==> src/rtl/serial_byte_rx.sv <==
// serial_byte_rx: deserialises a gated LSB-first bit stream into bytes, frames
// them as one header byte plus PKT_BYTES payload bytes, and emits write strobes
// for the payload bytes of packets whose header is HDR_A or HDR_B.
module serial_byte_rx #(
  parameter int unsigned PKT_BYTES = 4,
  parameter logic [7:0]  HDR_A     = 8'hA5,
  parameter logic [7:0]  HDR_B     = 8'hC3
) (
  input  logic       clk_1,
  input  logic       reset,
  input  logic       serial_data,
  input  logic       data_ena,
  input  logic       fifo_full,
  output logic       wr_fifo,
  output logic [7:0] fifo_data,
  output logic       hdr_sel,
  output logic       pkt_done,
  output logic       ovf_err,
  output logic       short_err
);

  localparam logic [1:0] S_HDR     = 2'd0;
  localparam logic [1:0] S_PAYLOAD = 2'd1;
  localparam logic [1:0] S_DISCARD = 2'd2;

  localparam logic [3:0] LAST_IDX = 4'(PKT_BYTES - 1);

  logic [2:0] r_bcnt;
  logic [7:0] r_shift;
  logic [1:0] r_state;
  logic [3:0] r_pcnt;

  logic [7:0] w_byte;
  logic       w_done;

  // Incoming bit enters at the MSB; after 8 shifts bit 0 sits at byte[0].
  assign w_byte = {serial_data, r_shift[7:1]};
  assign w_done = data_ena && (r_bcnt == 3'd7);

  // Bit collection and short-byte detection.
  always_ff @(posedge clk_1 or posedge reset) begin
    if (reset) begin
      r_bcnt    <= '0;
      r_shift   <= '0;
      short_err <= 1'b0;
    end else begin
      short_err <= 1'b0;
      if (data_ena) begin
        r_shift <= w_byte;
        r_bcnt  <= r_bcnt + 3'd1;
      end else if (r_bcnt != 3'd0) begin
        r_bcnt    <= '0;
        r_shift   <= '0;
        short_err <= 1'b1;
      end
    end
  end

  // Packet framing; advances only on the edge that completes a byte.
  always_ff @(posedge clk_1 or posedge reset) begin
    if (reset) begin
      r_state   <= S_HDR;
      r_pcnt    <= '0;
      wr_fifo   <= 1'b0;
      fifo_data <= '0;
      hdr_sel   <= 1'b0;
      pkt_done  <= 1'b0;
      ovf_err   <= 1'b0;
    end else begin
      wr_fifo  <= 1'b0;
      pkt_done <= 1'b0;
      if (w_done) begin
        case (r_state)
          S_HDR: begin
            r_pcnt <= '0;
            if (w_byte == HDR_A) begin
              hdr_sel <= 1'b0;
              r_state <= S_PAYLOAD;
            end else if (w_byte == HDR_B) begin
              hdr_sel <= 1'b1;
              r_state <= S_PAYLOAD;
            end else begin
              r_state <= S_DISCARD;
            end
          end
          S_PAYLOAD: begin
            if (!fifo_full) begin
              wr_fifo   <= 1'b1;
              fifo_data <= w_byte;
            end else begin
              ovf_err <= 1'b1;
            end
            if (r_pcnt == LAST_IDX) begin
              pkt_done <= 1'b1;
              r_state  <= S_HDR;
            end else begin
              r_pcnt <= r_pcnt + 4'd1;
            end
          end
          S_DISCARD: begin
            if (r_pcnt == LAST_IDX) begin
              r_state <= S_HDR;
            end else begin
              r_pcnt <= r_pcnt + 4'd1;
            end
          end
          default: r_state <= S_HDR;
        endcase
      end
    end
  end

endmodule

==> config.mk <==
export PLATFORM = sky130hd
export DESIGN_NAME = serial_byte_rx
export DESIGN_NICKNAME = d
export VERILOG_FILES = /design/src/rtl/serial_byte_rx.sv
export SDC_FILE = /design/constraint.sdc
export NUM_CORES = 1
export LEC_CHECK = 0
export CAP_MARGIN = 0
export CORE_AREA = 3 3 59 61
export CTS_CLUSTER_DIAMETER = 150
export CTS_CLUSTER_SIZE = 10
export DETAILED_ROUTE_END_ITERATION = 8
export DIE_AREA = 0 0 62 64
export DONT_BUFFER_PORTS = 1
export HOLD_SLACK_MARGIN = 0.05
export PLACE_DENSITY = 0.58
export RECOVER_POWER = 25
export REMOVE_ABC_BUFFERS = 1
export SETUP_SLACK_MARGIN = 0.02
export SLEW_MARGIN = 20
export SYNTH_ARGS = -nofsm -noshare
export SYNTH_HDL_FRONTEND = slang
export SYNTH_SLANG_ARGS = --single-unit
==> constraint.sdc <==
create_clock -name clk_1 -period 4.8 [get_ports clk_1]
set_clock_uncertainty 0.1 [all_clocks]
set_input_delay 0.48 -clock clk_1 [delete_from_list [all_inputs] [get_ports clk_1]]
set_output_delay 0.48 -clock clk_1 [all_outputs]
set_load 0.01 [all_outputs]
# --- Word-level counts from Yosys, hierarchy flattened ---
# Cells that the tools add are included.
op_classes:
  n_shift: 0
  n_reduce_logical: 12
  n_bitwise: 1
  order_cmp: 0
  mul: 0
  eq_ne: 8
  muxes: 20
  add_sub_neg: 2
  div: 0
op_table:
  columns: ["cell", "count"]
  rows:
  - ["$eq A8 B8 Y1 const B", 2]
  - ["$mux W8", 2]
  - ["$reduce_and A3 Y1", 4]
  - ["$mux W1", 10]
  - ["$pmux W4 S2", 1]
  - ["$mux W2", 3]
  - ["$mux W3", 2]
  - ["$reduce_bool A2 Y1", 3]
  - ["$add A4 B1 Y4 const B", 1]
  - ["$eq A4 B2 Y1 const B", 1]
  - ["$mux W4", 1]
  - ["$pmux W2 S2", 1]
  - ["$add A3 B1 Y3 const B", 1]
  - ["$eq A3 B3 Y1 const B", 1]
  - ["$reduce_bool A3 Y1", 1]
  - ["$eq A2 B1 Y1 const B", 1]
  - ["$eq A2 B2 Y1 const B", 1]
  - ["$logic_not A2 Y1", 1]
  - ["$ne A2 B1 Y1 const B", 1]
  - ["$ne A2 B2 Y1 const B", 1]
  - ["$reduce_and A2 Y1", 1]
  - ["$reduce_or A2 Y1", 1]
  - ["$logic_and A1 B1 Y1", 1]
  - ["$not A1 Y1", 1]
totals:
  regBits: 30
  rom_bits: 0
  ram_bits: 0
  mem_count: 0
  output_inout_bits: 13
  word_cells: 53
  latch_bits: 0

# --- Longest topological paths before layout ---
depth:
  depth_word: 4
  ltp_mapped: 6

# --- Least setup slack after synthesis ---
# Ideal clock, no wire load.
synth_timing:
  kind: "register -> register"
  start: "reg r_bcnt[0]"
  end: "reg fifo_data[0]"
  t_required_ps: 4575
  synth_period_minus_slack_ps: 1629
  path_slack_ps: 3171
  arrival_time_ps: 1405
  stages_incl_launch_ff: 6
  cell_sequence: "dfrtp_1 ha_1 ha_1 and2_4 nand3b_4 mux2_2"
synth_between:
  elab_chain_len: 3
synth_rtl:
  columns: ["element", "line", "text"]
  rows:
  - ["from (decl)", "28", "logic [2:0] r_bcnt;"]
  - ["from (signal assigned)", "50", "r_bcnt <= r_bcnt + 3'd1;"]
  - ["$eq A3 B3 Y1", "38", "assign w_done = data_ena && (r_bcnt == 3'd7);"]
  - ["$logic_and A1 B1 Y1", "38", null]
  - ["$reduce_and A3 Y1 (no source line)", null, null]
  - ["to (signal assigned)", "89", "fifo_data <= w_byte;"]
  - ["to (decl)", "15", "output logic [7:0] fifo_data,"]
# Every way passes these cells.
# A chain may end at the register's enable or synchronous reset.

# --- Worst setup path after layout ---
layout_timing:
  start: "reg r_bcnt[0]"
  end: "reg fifo_data[5]"
# The elaborated chain is that of the path after synthesis.

==> run summary <==
• clock buffers created by TritonCTS: 5
• data required time at the worst endpoint: 4.92 ns
• area of the mapped netlist: 0.00133 mm2
• leftover overflow at the end of global routing: 0
• Root Buffer: clkbuf_4
• Max clock buf depth: 2
• die height: 64 um
• final routed wirelength across all metal layers: 2.28 mm
• endpoints failing setup: 0
• count of cells resized by post-cts repair: 0
• initial antenna violation count: 0
• max capacitance violation total: 0
• Finished Core Util: 47.8%
• number of synthesized flops with an enable pin: 0
• total placed instance area: 0.00137 mm2
• Final Hold Fails: 0
• # IOs: 18
• primary flip-flop cell chosen by synthesis mapping: dfrtp_1
• critical path endpoint category: flop
• IR drop worst, VDD: 0.166 mV
• Skew-Pair Late Insertion Delay: 0.33 ns
• final std cell area, no fill: 0.00145 mm2
• filler-free cell count of the finished design: 153
• total instance count after detailed placement: 144
• post-route minimum period: 1.74 ns
• status: finished, final reports clean
• clock tree from TritonCTS: yes
• total of buffers placed on input and output ports: 0
• critical path launch point type: flop
• synthesized instance count: 103
• synthesis warning total: 0
• detailed placer's ending HPWL: 1.58 mm
• LEAKAGE: 0.722 nW
• postcts setup bufs: 0
• clock tree sinks: 29
• maximum number of pins on one net before global-route repair: 30
• unrepaired setup endpoints after global routing: false
• Starting Density: 43.9%
• most frequent cells in the layout: dfrtp_1, inv_1, a22o_1, mux2_2, ha_1
• worst setup slack after layout: 3.06 ns
• die outline area: 0.00397 mm2
• asr flop ratio synth: 100%
• type of the tightest min-delay check: in2reg
• # rows: 20
• via density per instance: 5.34
• smallest hold slack: 0.110 ns
• remaining design rule violation count: 0
• Final Cycle Share: 36.2%
• layout overhead on the synthesized area: 8.95%
• overall power after layout: 0.564 mW
• endpoint arrival time on the critical path: 1.85 ns
• routability cong.: 0.803
• number of max-slew violations in the final report: 0
• power density over cell area: 389 mW/mm2
• most frequent standard cell in the layout excluding fill and tap cells: dfrtp_1
• Distinct cells, synth: 33
• via count of the first global-routing pass: 842
• First-pass DRT Iterations: 4
• count of vias placed by the detailed router: 817
• Synth Register Bits: 29
• pre-CTS worst setup slack: 3.07 ns
• worst max-slew margin expressed relative to the limit: 29.2%
• slew at the pin closest to its max-slew limit: 1.06 ns
• H-tree level count: 2
• core outline area: 0.00303 mm2
• highest attainable clock frequency: 0.575 GHz
• setup TNS: 0 ns
• wire length of the first global-routing pass: 3.95 mm
• worst setup path category: reg2reg
• share of synthesized area occupied by flip-flops and latches: 54.6%
• layout cells sized above 1: 24.8%
• post-route ant nets: 0
• overall die width: 62 um
• count of antenna diodes in the layout: 0
• number of DRC markers after the initial detailed-route iteration: 63
• routed wirelength normalized by instance count: 14.9 um
• number of nets in the finished design: 119
• global-route total usage across every layer: 14.0%
• clock slew at the register clock pins of the worst setup and hold paths: 0.09 ns
• largest fanout of any net on the critical path: 9
• Post-Syn Area per Cell: 12.9 um2
sequential cells by signal, summed over array words and instances (netlist names):
name / count
fifo_data: 8
r_shift: 7
r_pcnt: 4
r_bcnt: 3
r_state: 2
hdr_sel: 1
ovf_err: 1
pkt_done: 1
short_err: 1
wr_fifo: 1
report_power, final:
part,switching (mW),internal (mW)
logic,0.0606,0.0432
clock network,0.0834,0.0847
registers,0.0225,0.269
synth_stat cells, types with 2 or more instances:
cell type / number / area [um2]
dfrtp_1: 29 / 726
inv_1: 10 / 37.5
a22o_1: 9 / 78.8
mux2_2: 9 / 101
ha_1: 6 / 75.1
nand2_1: 4 / 15.0
nand3_1: 4 / 20.0
and4bb_2: 3 / 37.5
o211ai_1: 3 / 22.5
and3_1: 2 / 12.5
o22ai_1: 2 / 12.5
cell type report:
class / instances / area [um2]
inverter: 10 / 37.5
clock buffer: 7 / 65.1
multi-input combinational: 61 / 549
tap: 44 / 55.1
sequential: 29 / 726
clock inverter: 1 / 5.00
fill: 285 / 1580
timing repair buffer: 1 / 10.0
critical path, stage by stage, from the launching register on:
cell and delay (ns):
dfrtp_1 0.42, ha_1 0.21, ha_1 0.22, and2_4 0.19, nand3b_4 0.14, mux2_2 0.35
final timing paths:
path	end	cells past startpoint	slack [ns]	start
setup / recovery	fifo_data[5]	5	3.06	r_bcnt[0]
hold / removal	short_err	1	0.11	data_ena
setup reg to reg	fifo_data[5]	5	3.06	r_bcnt[0]
hold reg to reg	r_shift[1]	1	0.44	r_shift[1]
max in group asynchronous	fifo_data[1]	2	3.21	reset
min in group asynchronous	r_state[0]	2	0.75	reset
what timing repair did:
action / CTS / global route
hold endpoints to repair: 0 / 29
hold buffers: 0 / 1
endpoints found under the setup margin: 0 / 0
cell families after synthesis:
family | synth area share (%)
mux | 8.38
simple gates | 13.0
fa+ha+maj | 5.65
compound gates | 14.3
flops | 54.6
buf+inv | 4.05
per-layer routing:
metal / up-vias / wire (um) / track usage (%)
li1: 387 / - / -
met1: 398 / 1100 / 18.6
met2: 24 / 961 / 18.3
met3: 8 / 152 / 6.06
met4: 0 / 68 / 8.75
met5: - / 0 / 0
Power figures use the tool's default switching activity.
